--- src/rtl/alu_pkg.sv ---
// Shared encodings and helpers for the sequential signed ALU.
package alu_pkg;

   localparam int unsigned MAX_W = 64;

   localparam logic [1:0] OP_ADD = 2'b00;
   localparam logic [1:0] OP_SUB = 2'b01;
   localparam logic [1:0] OP_MUL = 2'b10;
   localparam logic [1:0] OP_ILL = 2'b11;

   typedef enum logic [1:0] {
      IDLE = 2'd0,
      MUL  = 2'd1,
      FIX  = 2'd2
   } state_e;

   // Two's-complement magnitude of a sign-extended value; callers truncate to their width.
   function automatic logic [MAX_W-1:0] mag_of(input logic [MAX_W-1:0] x);
      return x[MAX_W-1] ? (~x + MAX_W'(1)) : x;
   endfunction

endpackage

--- src/rtl/mag_conv.sv ---
// Signed value to sign-magnitude view; the most negative input maps to 2^(N-1).
module mag_conv #(
   parameter int unsigned N = 4
) (
   input  logic signed [N-1:0] x,
   output logic                sign,
   output logic        [N-1:0] mag
);

   assign sign = x[N-1];
   assign mag  = sign ? (N'(~x) + N'(1)) : N'(x);

endmodule

--- src/rtl/alu_seq.sv ---
// Handshaked signed ALU: single-cycle add/sub, W-cycle shift-add multiply, sign-magnitude views.
module alu_seq
   import alu_pkg::*;
#(
   parameter int unsigned W = 4
) (
   input  logic             clk,
   input  logic             ar,
   input  logic             start,
   input  logic [1:0]       select,
   input  logic [W-1:0]     a,
   input  logic [W-1:0]     b,
   output logic             busy,
   output logic             done,
   output logic             err,
   output logic [2*W-1:0]   f,
   output logic             sign,
   output logic [2*W-1:0]   f_mag,
   output logic             signA,
   output logic             signB,
   output logic [W-1:0]     a_mag,
   output logic [W-1:0]     b_mag
);

   localparam int unsigned FW = 2 * W;
   localparam int unsigned CW = $clog2(W + 1);

   state_e          state_q, state_d;
   logic [1:0]      op_q, op_d;
   logic [W-1:0]    a_q, a_d;
   logic [W-1:0]    b_q, b_d;
   logic [FW-1:0]   acc_q, acc_d;
   logic [FW-1:0]   mcand_q, mcand_d;
   logic [W-1:0]    mplier_q, mplier_d;
   logic [CW-1:0]   cnt_q, cnt_d;
   logic [FW-1:0]   f_q, f_d;
   logic            busy_q, busy_d;
   logic            done_q, done_d;
   logic            err_q, err_d;

   logic [W-1:0]    a_live_mag_c;
   logic [W-1:0]    b_live_mag_c;

   assign a_live_mag_c = W'(mag_of(MAX_W'($signed(a))));
   assign b_live_mag_c = W'(mag_of(MAX_W'($signed(b))));

   // Next-state and datapath; done/err default low so they only pulse.
   always_comb begin
      state_d  = state_q;
      op_d     = op_q;
      a_d      = a_q;
      b_d      = b_q;
      acc_d    = acc_q;
      mcand_d  = mcand_q;
      mplier_d = mplier_q;
      cnt_d    = cnt_q;
      f_d      = f_q;
      busy_d   = busy_q;
      done_d   = 1'b0;
      err_d    = 1'b0;

      case (state_q)
         IDLE: begin
            if (start) begin
               op_d = select;
               a_d  = a;
               b_d  = b;
               case (select)
                  OP_ADD: begin
                     f_d    = FW'($signed(a)) + FW'($signed(b));
                     done_d = 1'b1;
                  end
                  OP_SUB: begin
                     f_d    = FW'($signed(a)) - FW'($signed(b));
                     done_d = 1'b1;
                  end
                  OP_MUL: begin
                     acc_d    = '0;
                     mcand_d  = FW'(a_live_mag_c);
                     mplier_d = b_live_mag_c;
                     cnt_d    = '0;
                     busy_d   = 1'b1;
                     state_d  = MUL;
                  end
                  default: begin
                     done_d = 1'b1;
                     err_d  = 1'b1;
                  end
               endcase
            end
         end

         MUL: begin
            if (mplier_q[0]) begin
               acc_d = acc_q + (mcand_q << cnt_q);
            end
            mplier_d = mplier_q >> 1;
            cnt_d    = cnt_q + CW'(1);
            if (cnt_q == CW'(W - 1)) begin
               state_d = FIX;
            end
         end

         FIX: begin
            // Unsigned magnitude product gets its sign applied here.
            if (op_q == OP_MUL) begin
               f_d = (signA ^ signB) ? (~acc_q + FW'(1)) : acc_q;
            end
            busy_d  = 1'b0;
            done_d  = 1'b1;
            state_d = IDLE;
         end

         default: begin
            busy_d  = 1'b0;
            state_d = IDLE;
         end
      endcase
   end

   always_ff @(posedge clk or posedge ar) begin
      if (ar) begin
         state_q  <= IDLE;
         op_q     <= OP_ADD;
         a_q      <= '0;
         b_q      <= '0;
         acc_q    <= '0;
         mcand_q  <= '0;
         mplier_q <= '0;
         cnt_q    <= '0;
         f_q      <= '0;
         busy_q   <= 1'b0;
         done_q   <= 1'b0;
         err_q    <= 1'b0;
      end else begin
         state_q  <= state_d;
         op_q     <= op_d;
         a_q      <= a_d;
         b_q      <= b_d;
         acc_q    <= acc_d;
         mcand_q  <= mcand_d;
         mplier_q <= mplier_d;
         cnt_q    <= cnt_d;
         f_q      <= f_d;
         busy_q   <= busy_d;
         done_q   <= done_d;
         err_q    <= err_d;
      end
   end

   assign busy = busy_q;
   assign done = done_q;
   assign err  = err_q;
   assign f    = f_q;

   mag_conv #(.N(FW)) u_mag_f (
      .x    (f_q),
      .sign (sign),
      .mag  (f_mag)
   );

   mag_conv #(.N(W)) u_mag_a (
      .x    (a_q),
      .sign (signA),
      .mag  (a_mag)
   );

   mag_conv #(.N(W)) u_mag_b (
      .x    (b_q),
      .sign (signB),
      .mag  (b_mag)
   );

endmodule

--- config.mk ---
export PLATFORM = sky130hd
export DESIGN_NAME = alu_seq
export DESIGN_NICKNAME = d
export VERILOG_FILES = /design/src/rtl/alu_pkg.sv /design/src/rtl/mag_conv.sv /design/src/rtl/alu_seq.sv
export SDC_FILE = /design/constraint.sdc
export NUM_CORES = 1
export LEC_CHECK = 0
export ABC_AREA = 1
export BUFFER_PORTS_ARGS = -buffer_cell sky130_fd_sc_hd__buf_4
export CORE_ASPECT_RATIO = 0.5
export CORE_MARGIN = 3
export CORE_UTILIZATION = 40
export CTS_CLUSTER_SIZE = 10
export DETAILED_ROUTE_END_ITERATION = 6
export GPL_ROUTABILITY_DRIVEN = 0
export SYNTH_ARGS = -nofsm -noshare
export SYNTH_HDL_FRONTEND = slang
export SYNTH_HIERARCHICAL = 1
export SYNTH_SLANG_ARGS = --single-unit
--- constraint.sdc ---
create_clock -name clk -period 2.3 [get_ports clk]
set_clock_uncertainty 0.1 [all_clocks]
set_input_delay 0.345 -clock clk [delete_from_list [all_inputs] [get_ports clk]]
set_output_delay 0.345 -clock clk [all_outputs]
set_load 0.01 [all_outputs]
==> flow_metrics.env <==
export IMPL_cp_startpoint="cnt_q[2]"
export IMPL_rows=21
export IMPL_drt_first_pass_iters=4
export IMPL_path_cells="inv_1, nand2_1, nor2_1, ha_1, nand3_1, nand3_1, nand2_1, nand3_1, inv_1, nand3_1, nand3_1, nand2_1"
export IMPL_pin_count=43
export IMPL_met3_length_um=337
export IMPL_power_mw=5.11
export IMPL_worst_hold_slack_ns=0.0969
export IMPL_period_share=0.929
export IMPL_postSynthAreaPerCell_sq_um=7.03
export IMPL_drtIter0Drc=151
export IMPL_cts_buffers=5
export IMPL_vias=2766
export IMPL_end_kind="flip-flop"
export IMPL_min_path_type="in -> async"
export IMPL_final_area_sq_um=3650
export IMPL_fin_ws_ns=0.164
export IMPL_max_stage_delay_ns=0.43
export IMPL_ant_nets=0
export IMPL_hold_viol=0
export IMPL_routedWlPerCell_um=12.6
export IMPL_dieHeight_um=67.8
export IMPL_setup_tns_ns=0
export IMPL_grt_max_degree=43
export IMPL_die_x_um=130
export IMPL_post_cts_buffers=0
export IMPL_r2r_start="cnt_q[2]"
export IMPL_finalCriticalPeriod_ns=2.14
export IMPL_final_net_count=513
export IMPL_yosys_top_cells_area="dfrtp_1, nand2_1, ha_1"
export IMPL_slowest_stage="dfrtp_1"
export IMPL_power_density_nw_per_um2=1400
export IMPL_r2r_setup_slack_ns=0.16
export IMPL_die_area_sq_um=8780
export IMPL_ctsHoldBuffers=0
export IMPL_drive_above_1_share=0.157
export IMPL_stdcell_count=571
export IMPL_fin_util=0.518
export IMPL_synth_area_leader_cell="dfrtp_1"
export IMPL_grt_pass1_wl_mm=11.8
export IMPL_slew_viol_final=0
export IMPL_netlist_instances=434
export IMPL_h_tree_depth=2
export IMPL_outcome="complete, no violations"
export IMPL_areaGrowthSynthToFinish_pct=19.6
export IMPL_via_per_inst=4.84
export IMPL_antenna_cells=0
export IMPL_maxCapViolCount=0
export IMPL_num_fill_cells=732
export IMPL_setup_viol=0
export IMPL_core_sq_um=7040
export IMPL_maxSlewHeadroom=0.628
export IMPL_hpwl_mm=5.48
export IMPL_post_place_ws_ns=-0.00438
export IMPL_worst_setup_path_type="reg -> reg"
export IMPL_syn_num_nets=469
export IMPL_synth_seq_cells=42
export IMPL_ys_warn_count=6
export IMPL_initial_utilization=0.433
export IMPL_gr_total_overflow=0
export IMPL_cpMostUsedCell="nand3_1"
export IMPL_antenna_found_initial=0
export IMPL_clkLatencyLatePin_ns=0.28
export IMPL_grt_usage=0.172
export IMPL_numClockSinks=42
export IMPL_topRoutingLayerUsed="met4"
export IMPL_port_buffers=42
export IMPL_wl_met1_mm=3.98
export IMPL_drc=0
export IMPL_fmax_mhz=468
export IMPL_ys_seq_area_frac=0.344
export IMPL_cts_path_max_buffers=2
export IMPL_cts_repair_resized=0
export IMPL_tightest_slew_ns=0.557
export IMPL_p_leak_nw=1.95
export IMPL_rsz0062_at_grt="no"
export IMPL_finalWirelength_mm=7.17
export IMPL_cts_root_buffer="clkbuf_16"
export IMPL_worstPathMaxFanout=6
export IMPL_synth_top_area_frac=0.344
export IMPL_cp_data_arrival_time_ns=2.21
export IMPL_synth_area_sq_um=3050
export IMPL_dp_cells=563
export IMPL_placed_area_sq_um=3450
export IMPL_cts_tree="done"
export IMPL_vdd_drop_max_uv=394
export IMPL_path_clk_slew_ns=0.06
export IMPL_synthDistinctLibCells=34
export IMPL_grt_pass1_vias=2401
export IMPL_worstPathRequired_ns=2.38
export IMPL_wl_met2_mm=2.81
export IMPL_cp_start_kind="flip-flop"
cell type report:
type                       count  area (sq um)  area share
clock buffer                   6           139      0.0381
inverter                      63           236      0.0648
clock inverter                 2          60.1      0.0165
timing repair buffer          49           368       0.101
tap                           92           115      0.0315
sequential                    42          1050       0.288
multi-input combinational    317          1680       0.460
state kept, by name, summed over array words and instances (netlist names):
register,count
cnt_q,3
state_q,2
b_q,4
acc_q,8
f,8
mcand_q,4
done,1
err,1
mplier_q,4
busy,1
a_q,4
op_q,2
final timing paths:
kind	to	cells after the start
hold / removal	acc_q[5]	3
max in group asynchronous	a_q[3]	3
min in group clk	done	3
setup reg to reg	acc_q[7]	12
hold reg to reg	op_q[1]	2
setup / recovery	acc_q[7]	12
cell usage in the layout (no fill, tap or decap), types with 3 or more instances in the layout:
cell	n
a21oi_1	17
buf_4	49
clkbuf_16	5
dfrtp_1	42
ha_1	20
inv_1	58
inv_2	5
nand2_1	128
nand2_2	3
nand3_1	36
nand4_1	4
nor2_1	32
nor2_2	3
nor3_2	3
o211ai_1	3
o21ai_0	38
o22ai_1	3
or2_1	3
xnor2_1	4
xor2_1	3
layer usage:
layer  up-vias  GRT usage
met2        48      0.250
met1      1231      0.265
met4         0     0.0311
li1       1485          -
met5         -          0
met3         2     0.0308
logic make-up (layout without fill, tap and decap cells):
group	after synthesis	count (layout)	synth area share
and+or+nand+nor	218	218	0.310
DFF	42	42	0.344
buffers and inverters	75	120	0.105
adders and majority gates	22	22	0.0951
xor gates and xnor gates	7	7	0.0201
AOI/OAI and AO/OA	70	70	0.125
synthesized netlist by cell type (all sizes together):
cell type,n
nand3b,2
o211ai,3
or2,3
nand3,37
nor2,37
xor2,3
o21bai,2
a21oi,18
ha,20
dfrtp,42
nor3,4
clkbuf,2
xnor2,4
buf,10
o22ai,3
nand4,4
a2bb2oi,1
a31oi,1
o221ai,1
o22a,1
inv,63
fa,2
nand2,131
o21ai,40
where the power goes:
group          leakage [nW]  switching, mW  internal [mW]  total (mW)
Sequential            0.523          0.374           1.06        1.43
Clock                0.0971          0.294          0.652       0.946
Combinational          1.33           1.58           1.16        2.74
Total                  1.95           2.25           2.87        5.11
worst max-delay path: cells and delay by family, from the launching register on:
family                     cells  cell delay [ns]
buffers and inverters          2             0.25
DFF                            1             0.43
adders and majority gates      1             0.28
and+or+nand+nor                9             0.98
(Power assumes the default switching activity.)
